--- config.mk ---
export PLATFORM = sky130hd
export DESIGN_NAME = splitting_4kb_sequencer
export DESIGN_NICKNAME = d
export VERILOG_FILES = /design/src/rtl/splitting_4kb_sequencer.sv
export SDC_FILE = /design/constraint.sdc
export NUM_CORES = 1
export LEC_CHECK = 0
export ABC_CLOCK_PERIOD_IN_PS = 4250
export CAP_MARGIN = 20
export CORE_MARGIN = 2
export CORE_UTILIZATION = 44
export CTS_CLUSTER_SIZE = 40
export DETAILED_ROUTE_END_ITERATION = 8
export HOLD_SLACK_MARGIN = 0.15
export PLACE_DENSITY = 0.72
export REMOVE_ABC_BUFFERS = 1
export SETUP_SLACK_MARGIN = 0.2
export SYNTH_ARGS = -nofsm -noshare
export SYNTH_HDL_FRONTEND = slang
export SYNTH_SLANG_ARGS = --single-unit
--- constraint.sdc ---
create_clock -name ACLK_i -period 4.25 [get_ports ACLK_i]
set_clock_uncertainty 0.1 [all_clocks]
set_input_delay 0.6375 -clock ACLK_i [delete_from_list [all_inputs] [get_ports ACLK_i]]
set_output_delay 0.6375 -clock ACLK_i [all_outputs]
set_load 0.01 [all_outputs]
--- src/rtl/splitting_4kb_sequencer.sv ---
// splitting_4kb_sequencer
//   Splits an upstream INCR burst request into fragments that never cross a
//   2^BOUNDARY_BITS byte boundary (4KB by default). Fragments are issued
//   back to back; the final fragment of each burst carries m_last_o.
//
// Ports
//   ACLK_i, ARESETn_i       clock, asynchronous active-low reset
//   s_addr_i/len/size/id    upstream burst request, s_valid_i/s_ready_o handshake
//   m_addr_o/len/size/id    fragment request, m_valid_o/m_ready_i handshake
//   m_last_o                final fragment of the burst
//   busy_o                  high while fragments are being issued
//
// Optional feature
//   SPLIT_BYPASS_EN  when defined, a non-crossing burst arriving while idle is
//                    forwarded combinationally with zero latency.
module splitting_4kb_sequencer #(
  parameter int ADDR_WIDTH    = 32,
  parameter int LEN_WIDTH     = 8,
  parameter int SIZE_WIDTH    = 3,
  parameter int ID_WIDTH      = 4,
  parameter int BOUNDARY_BITS = 12
) (
  input  logic                  ACLK_i,
  input  logic                  ARESETn_i,
  input  logic [ADDR_WIDTH-1:0] s_addr_i,
  input  logic [LEN_WIDTH-1:0]  s_len_i,
  input  logic [SIZE_WIDTH-1:0] s_size_i,
  input  logic [ID_WIDTH-1:0]   s_id_i,
  input  logic                  s_valid_i,
  output logic                  s_ready_o,
  output logic [ADDR_WIDTH-1:0] m_addr_o,
  output logic [LEN_WIDTH-1:0]  m_len_o,
  output logic [SIZE_WIDTH-1:0] m_size_o,
  output logic [ID_WIDTH-1:0]   m_id_o,
  output logic                  m_last_o,
  output logic                  m_valid_o,
  input  logic                  m_ready_i,
  output logic                  busy_o
);

  // Beat counts: BW holds 1..2^LEN_WIDTH, CW also holds 2^BOUNDARY_BITS.
  localparam int BW = LEN_WIDTH + 1;
  localparam int CW = (LEN_WIDTH + 1 > BOUNDARY_BITS + 1) ? LEN_WIDTH + 1 : BOUNDARY_BITS + 1;

  typedef enum logic {
    IDLE,
    ISSUE
  } state_t;

  state_t                state, state_next;
  logic [ADDR_WIDTH-1:0] addr_q, addr_d;
  logic [LEN_WIDTH-1:0]  len_q, len_d;
  logic [SIZE_WIDTH-1:0] size_q, size_d;
  logic [ID_WIDTH-1:0]   id_q, id_d;
  logic                  last_q, last_d;
  logic [BW-1:0]         remaining_q, remaining_d;
  logic                  ready_en;

  // First-fragment arithmetic on the upstream request.
  logic [BOUNDARY_BITS-1:0] off;
  logic [BOUNDARY_BITS:0]   bnd_span;
  logic [BOUNDARY_BITS:0]   beats_to_bnd;
  logic [CW-1:0]            beats_total;
  logic [CW-1:0]            first_beats;

  // Follow-on fragment arithmetic on the registered fragment.
  logic [BW-1:0]         cur_beats;
  logic [BW-1:0]         rem_after;
  logic [CW-1:0]         frag_max;
  logic [CW-1:0]         next_beats;
  logic [ADDR_WIDTH-1:0] next_addr;

  logic bypass;
  logic accept;
  logic down_hs;

  assign off          = (s_addr_i[BOUNDARY_BITS-1:0] >> s_size_i) << s_size_i;
  assign bnd_span     = {1'b1, {BOUNDARY_BITS{1'b0}}} - {1'b0, off};
  assign beats_to_bnd = bnd_span >> s_size_i;
  assign beats_total  = CW'(s_len_i) + CW'(1);
  assign first_beats  = (beats_total < CW'(beats_to_bnd)) ? beats_total : CW'(beats_to_bnd);

  assign cur_beats  = BW'(len_q) + BW'(1);
  assign rem_after  = remaining_q - cur_beats;
  assign frag_max   = (CW'(1) << BOUNDARY_BITS) >> size_q;
  assign next_beats = (CW'(rem_after) < frag_max) ? CW'(rem_after) : frag_max;
  // Next fragment starts at the boundary following the current one; wraps.
  assign next_addr  = {addr_q[ADDR_WIDTH-1:BOUNDARY_BITS] + 1'b1, {BOUNDARY_BITS{1'b0}}};

`ifdef SPLIT_BYPASS_EN
  logic crossing;
  assign crossing = beats_total > CW'(beats_to_bnd);
  assign bypass   = ready_en && (state == IDLE) && s_valid_i && !crossing;
`else
  assign bypass = 1'b0;
`endif

  assign down_hs = (state == ISSUE) && m_ready_i;
  assign busy_o  = (state == ISSUE);

  // Ready is held off until the first edge after reset release.
  assign s_ready_o = ready_en &&
                     (((state == IDLE) && !bypass) ||
                      (bypass && m_ready_i) ||
                      ((state == ISSUE) && last_q && m_ready_i));

  // Bypassed bursts complete entirely on the combinational path.
  assign accept = s_valid_i && s_ready_o && !bypass;

  always_comb begin
    state_next  = state;
    addr_d      = addr_q;
    len_d       = len_q;
    size_d      = size_q;
    id_d        = id_q;
    last_d      = last_q;
    remaining_d = remaining_q;

    if (down_hs) begin
      remaining_d = rem_after;
      if (!last_q) begin
        addr_d = next_addr;
        len_d  = LEN_WIDTH'(next_beats - CW'(1));
        last_d = (next_beats == CW'(rem_after));
      end else if (!accept) begin
        state_next = IDLE;
      end
    end

    // Covers both the idle accept and the accept on the final handshake.
    if (accept) begin
      state_next  = ISSUE;
      addr_d      = s_addr_i;
      len_d       = LEN_WIDTH'(first_beats - CW'(1));
      size_d      = s_size_i;
      id_d        = s_id_i;
      last_d      = (first_beats == beats_total);
      remaining_d = BW'(beats_total);
    end
  end

  always_ff @(posedge ACLK_i or negedge ARESETn_i) begin
    if (!ARESETn_i) begin
      state       <= IDLE;
      addr_q      <= '0;
      len_q       <= '0;
      size_q      <= '0;
      id_q        <= '0;
      last_q      <= 1'b0;
      remaining_q <= '0;
      ready_en    <= 1'b0;
    end else begin
      state       <= state_next;
      addr_q      <= addr_d;
      len_q       <= len_d;
      size_q      <= size_d;
      id_q        <= id_d;
      last_q      <= last_d;
      remaining_q <= remaining_d;
      ready_en    <= 1'b1;
    end
  end

  always_comb begin
    m_valid_o = (state == ISSUE);
    m_addr_o  = addr_q;
    m_len_o   = len_q;
    m_size_o  = size_q;
    m_id_o    = id_q;
    m_last_o  = last_q;
`ifdef SPLIT_BYPASS_EN
    if (bypass) begin
      m_valid_o = 1'b1;
      m_addr_o  = s_addr_i;
      m_len_o   = s_len_i;
      m_size_o  = s_size_i;
      m_id_o    = s_id_i;
      m_last_o  = 1'b1;
    end
`endif
  end

endmodule

==> impl_metrics.toml, run 1 <==
[run_status]
violations = "setup timing"
status = "complete, but fails checks"

[worst_setup_path]
critPathKind = "in2reg"
arrival_ns = 4.78
start_kind = "input pin"
required_ns = 4.33
crit_path_end_kind = "flip-flop"
cp_max_fo = 4
r2r_cells = 25

[synthesis]
synth_top_area_share = 0.284
synthCells = 645
synth_seq_area_share = 0.284
synthArstFlopShare = 1.00
synth-main-ff-cell = "dfrtp_1"
synth-seq-cells = 59
synthDistinctLibCells = 87
synthTopCellsByArea = "dfrtp_1 (28%), nand2_1 (6.5%), ha_1 (5.8%), xnor2_1 (5.2%), o21ai_0 (5.0%)"
ys_top_cells_by_count = "nand2_1 (90), dfrtp_1 (59), o21ai_0 (52)"
syn_area_um2 = 5200
synth_most_common_cell = "nand2_1"
synth_edf_count = 0
yosys_warnings = 0
syn_area_per_cell_um2 = 8.06
yosys.area.top_type = "dfrtp_1"

[finish]
antennaDiodeCount = 0
num-fill-cells = 874
final_util = 0.726
multi_input_area_um2 = 3990
regArea_um2 = 1480
drive_gt1_frac = 0.322
fin_nets = 962
area_delta_synth_final_pct = 60.2

[floorplanning]
start_util = 0.453
ios = 102
dieArea_um2 = 12700
num_rows = 39
core_area_um2 = 11500
die_y_um = 113
die_w_um = 113

[timing]
relSlewSlack = 0.478
final-setup-viol-count = 8
fin_tns_setup_ns = -2.37
drv_slew = 0
hold_viol_final = 0
worstMarginPinSlew_ns = 0.783
fin_crit_ns = 4.69
setup_slack_ns = -0.444
clock.fmax_mhz = 213
fin_crit_sh = 1.10
rsz0062_at_grt = "yes"

[place]
dpl.hpwl_um = 14400
numPortBuffers = 101
place_congestion = 0.997

[global_routing]
grt_max_degree = 53
first_global_vias = 6201
grt_use_total = 0.304
grt_overflow = 0
antenna_found_initial = 0
grt_pass1_wl_um = 30800

[route]
drc = 0
drt_pass1_iterations = 5
vias = 6060
wl_per_cell_um = 18.9
viasPerCell = 5.86
routed_wl_um = 19600
ant_nets = 0
drt_iter0_markers = 401

[pwr]
p_leak_uw = 0.00359
powerDensity_nw_per_um2 = 611
ir_drop_mv = 0.574
finalPower_uw = 5090

[clocking]
cts_tree = "done"
clkTransAtPathRegs_ns = 0.06
cts_buffer_depth = 2
cts_htree_levels = 3
clock-sinks = 59
numCtsBuffers = 9
clkLatencyLatePin_ns = 0.34
cts-root-buf = "clkbuf_16"

[run]
drv_cap = 0

[min_path]
hold_class = "in2async"
==> flip-flops by register name, summed over array words and instances, names as in the netlist <==
register,count
busy_o,1
remaining_q,9
m_len_o,8
ready_en,1
m_last_o,1
m_addr_o,32
m_size_o,3
m_id_o,4
==> critical path: stages <==
cell and delay (ns):
buf_8 0.10, buf_6 0.12, buf_6 0.11, or2_4 0.23, a21oi_4 0.24, nor4_4 0.09, mux2_4 0.28, a211o_1 0.30
mux4_2 0.52, ha_4 0.19, a21o_1 0.14, a21o_1 0.15, a211oi_2 0.20, inv_2 0.10, a21o_4 0.21, nand4_1 0.10
o311a_4 0.22, ha_4 0.13, inv_2 0.04, a31oi_1 0.16, nand4_1 0.14, xnor2_1 0.20, a21oi_1 0.13
==> placed cells by master, fill, tap and decap left out, types with 4 or more instances in the layout <==
cell	n
a211oi_2	7
a21o_1	10
a21oi_1	25
a21oi_2	4
a21oi_4	4
a31oi_1	9
and2_1	9
and3_1	7
and4_1	6
buf_2	4
buf_4	149
buf_6	15
clkbuf_16	9
clkdlybuf4s50_1	86
dfrtp_1	59
dlygate4sd2_1	5
ha_1	19
ha_4	5
inv_1	22
mux2i_1	5
nand2_1	86
nand2b_1	6
nand3_1	30
nand4_1	15
nor2_1	43
nor3_1	7
nor3_2	5
o211ai_1	4
o21a_1	6
o21ai_0	50
o21ai_2	5
xnor2_1	28
xor2_1	18
==> area by class of cell <==
| cell class | instances | share of cell area |
|---|---|---|
| Sequential cell | 59 | 0.177 |
| Clock inverter | 6 | 0.00797 |
| Clock buffer | 10 | 0.0275 |
| Timing Repair Buffer | 263 | 0.272 |
| Tap cell | 143 | 0.0215 |
| Multi-Input combinational cell | 524 | 0.480 |
| Inverter | 29 | 0.0137 |
==> power by group <==
| group | switching, µW | internal [µW] | total (µW) |
|---|---|---|---|
| combinational | 1710 | 1730 | 3440 |
| sequential | 170 | 751 | 921 |
| clock | 270 | 454 | 724 |
| total | 2150 | 2940 | 5090 |
==> logic make-up after synthesis <==
logic type                 share of synthesized area
DFF                                            0.284
AOI/OAI and AO/OA                              0.245
and+or+nand+nor                                0.250
other                                       0.000722
adders and majority gates                     0.0616
buffers and inverters                         0.0515
xor gates and xnor gates                      0.0826
muxes                                         0.0248
==> path summary, 6_finish.rpt <==
check	startpoint	to	slack [ns]
worst max-delay path	s_size_i[2]	m_len_o[6]	-0.44
worst min-delay path	ARESETn_i	m_addr_o[31]	0.27
worst max register to register	m_len_o[0]	m_len_o[6]	-0.10
worst min register to register	m_id_o[0]	m_id_o[0]	0.37
max in group asynchronous	ARESETn_i	m_addr_o[2]	2.88
min in group ACLK_i	m_id_o[0]	m_id_o[0]	0.37
==> per-stage QoR <==
stage	area (µm²)	hold slack [ns]	worst slack, ns	cells
floorplan	5040	0.242	-0.853	612
global placement	7290	0.357	-1.17	998
detailed placement	7290	0.369	-1.32	998
CTS	8180	0.299	-0.251	1031
global route	8330	0.330	-0.551	1034
finish	8330	0.268	-0.444	1034
==> timing repair <==
item,in CTS,in global routing
pin swaps,49,11
gates resized for setup,136,22
buffers inserted,17,3
hold buffers,0,0
setup endpoints to repair,9,9
==> layer usage <==
layer	part of all wire	track usage	routed length, µm	up-vias
met4	0.046	0.147	907	0
met2	0.52	0.546	10100	234
li1	-	-	-	2831
met1	0.39	0.347	7600	2932
met5	0	0	0	-
met3	0.050	0.0545	974	63
(Power assumes the default switching activity.)
==> inputs of run 2 (changes only) <==
--- a/config.mk
+++ b/config.mk
@@ -7,7 +7,6 @@
 export LEC_CHECK = 0
 export ABC_CLOCK_PERIOD_IN_PS = 4250
 export CAP_MARGIN = 20
-export CORE_MARGIN = 2
 export CORE_UTILIZATION = 44
 export CTS_CLUSTER_SIZE = 40
 export DETAILED_ROUTE_END_ITERATION = 8
==> impl_metrics.toml, run 2 (same netlist as run 1, synthesis figures left out) <==
[run_status]
status = "complete, but fails checks"
violations = "setup timing"

[timing]
fin_crit_ns = 4.68
final-setup-viol-count = 8
worstMarginPinSlew_ns = 0.684
rsz0062_at_grt = "yes"
setup_slack_ns = -0.434
hold_viol_final = 0
fin_crit_sh = 1.10
drv_slew = 0
clock.fmax_mhz = 213
relSlewSlack = 0.544

[worst_setup_path]
cp_max_fo = 6
critPathKind = "in2reg"
arrival_ns = 4.83
r2r_end = "m_len_o[4]"
crit_path_end_kind = "flip-flop"
start_kind = "input pin"
r2r_cells = 22
required_ns = 4.39
reg2reg_setup_slack_ns = 0.01
r2r_start = "m_len_o[0]"

[global_routing]
grt_pass1_wl_um = 31700
grt_overflow = 0
first_global_vias = 6249
grt_max_degree = 62
antenna_found_initial = 0
grt_use_total = 0.322

[route]
drt_pass1_iterations = 7
wl_per_cell_um = 18.9
drc = 0
routed_wl_um = 19500
viasPerCell = 5.84
ant_nets = 0
vias = 6032
drt_iter0_markers = 424

[place]
place_inst = 987
numPortBuffers = 101
place_ws_ns = -1.41
place_congestion = 0.956
dpl.hpwl_um = 14100

[clocking]
clkLatencyLatePin_ns = 0.34
holdBufCountCts = 0
cts_htree_levels = 3
cts_tree = "done"
numCtsBuffers = 9
cts-root-buf = "clkbuf_16"
cts_buffer_depth = 2
clock-sinks = 59
clkTransAtPathRegs_ns = 0.06

[floorplanning]
num_rows = 39
die_y_um = 111
dieArea_um2 = 12200
die_w_um = 111
core_area_um2 = 11500
ios = 102
start_util = 0.453

[finish]
drive_gt1_frac = 0.312
layout_commonest_cell = "buf_4"
area_delta_synth_final_pct = 59.8
antennaDiodeCount = 0
finalNonFillerCells = 1033
largest_reg_flops = 32
num-fill-cells = 844
fin_nets = 962
final_cell_mix = "buf_4 (148), nand2_1 (87), clkdlybuf4s50_1 (86)"

[pwr]
power.internal_uw = 2920
clkPwrFrac = 0.155
powerDensity_nw_per_um2 = 603
ir_drop_mv = 0.703
switchingPower_uw = 2090
pwr-share-comb = 0.661
p_leak_uw = 0.00359
netSwitchingFraction = 0.417
seqPwrFrac = 0.183

[min_path]
hold_class = "in2async"

[run]
drv_cap = 0
[run 2: metal layers]
| layer | part of all wire | routed length, µm | GRT usage | vias to the layer above |
|---|---|---|---|---|
| met5 | 0 | 0 | 0 | - |
| met3 | 0.054 | 1060 | 0.0525 | 65 |
| met4 | 0.044 | 857 | 0.158 | 0 |
| met2 | 0.51 | 9850 | 0.564 | 259 |
| li1 | - | - | - | 2820 |
| met1 | 0.40 | 7730 | 0.382 | 2888 |
[run 2: power by group through the flow]
stage	Clock [µW]	Sequential (µW)	Combinational [µW]
final	778	917	3310
after global routing	812	940	3570
after CTS	785	912	3110
after detailed placement	0	919	2790
after global placement	0	908	2710
after floorplan	0	956	1560
[run 2: critical path: stages]
cell	delay, ns
buf_4	0.14
buf_6	0.14
buf_12	0.12
a21boi_4	0.19
buf_6	0.13
nand2_2	0.12
nand4_1	0.13
buf_4	0.14
a221oi_1	0.11
or2_1	0.28
mux4_2	0.53
ha_4	0.18
a21o_1	0.15
a21o_1	0.18
a211oi_2	0.20
inv_2	0.09
a21o_4	0.19
nand4_1	0.12
o311a_4	0.24
buf_4	0.11
buf_6	0.11
nand4_4	0.15
o211a_1	0.26
a211oi_2	0.16
[run 2: per-stage QoR]
step,TNS (ns),instance area [µm²],total power [µW],hold slack (ns),util
final,-2.45,8300,5000,0.239,0.724
after global routing,-3.64,8300,5320,0.293,0.724
after CTS,-1.69,8150,4810,0.257,0.711
after detailed placement,-10.56,7210,3710,0.362,0.629
after global placement,-10.53,7210,3620,0.358,0.629
after floorplan,-5.03,5040,2510,0.242,-
[run 2: final cells by class]
cell class / instances / area, µm² / share of cell area
Clock inverter: 4 / 76.3 / 0.00919
Inverter: 29 / 119 / 0.0143
Clock buffer: 11 / 233 / 0.0280
Sequential cell: 59 / 1480 / 0.178
Timing Repair Buffer: 263 / 2290 / 0.276
Multi-Input combinational cell: 524 / 3930 / 0.473
Tap cell: 143 / 179 / 0.0216
[run 2: repair_timing]
action | 4_1_cts | 5_1_grt
buffers inserted | 27 | 4
pin swaps | 47 | 26
gates resized for setup | 129 | 23
endpoints found under the setup margin | 9 | 9
[run 2: how the worst max path moves through the flow]
stage | startpoint | to | slack [ns] | depth (start not counted)
detailed placement | s_size_i[0] | m_len_o[7] | -1.41 | 24
floorplan | s_addr_i[4] | m_len_o[6] | -0.85 | 21
CTS | s_size_i[1] | m_len_o[6] | -0.31 | 26
global placement | s_size_i[1] | m_len_o[6] | -1.40 | 24
global route | s_addr_i[0] | m_len_o[6] | -0.63 | 24
finish | s_size_i[0] | m_len_o[5] | -0.43 | 24
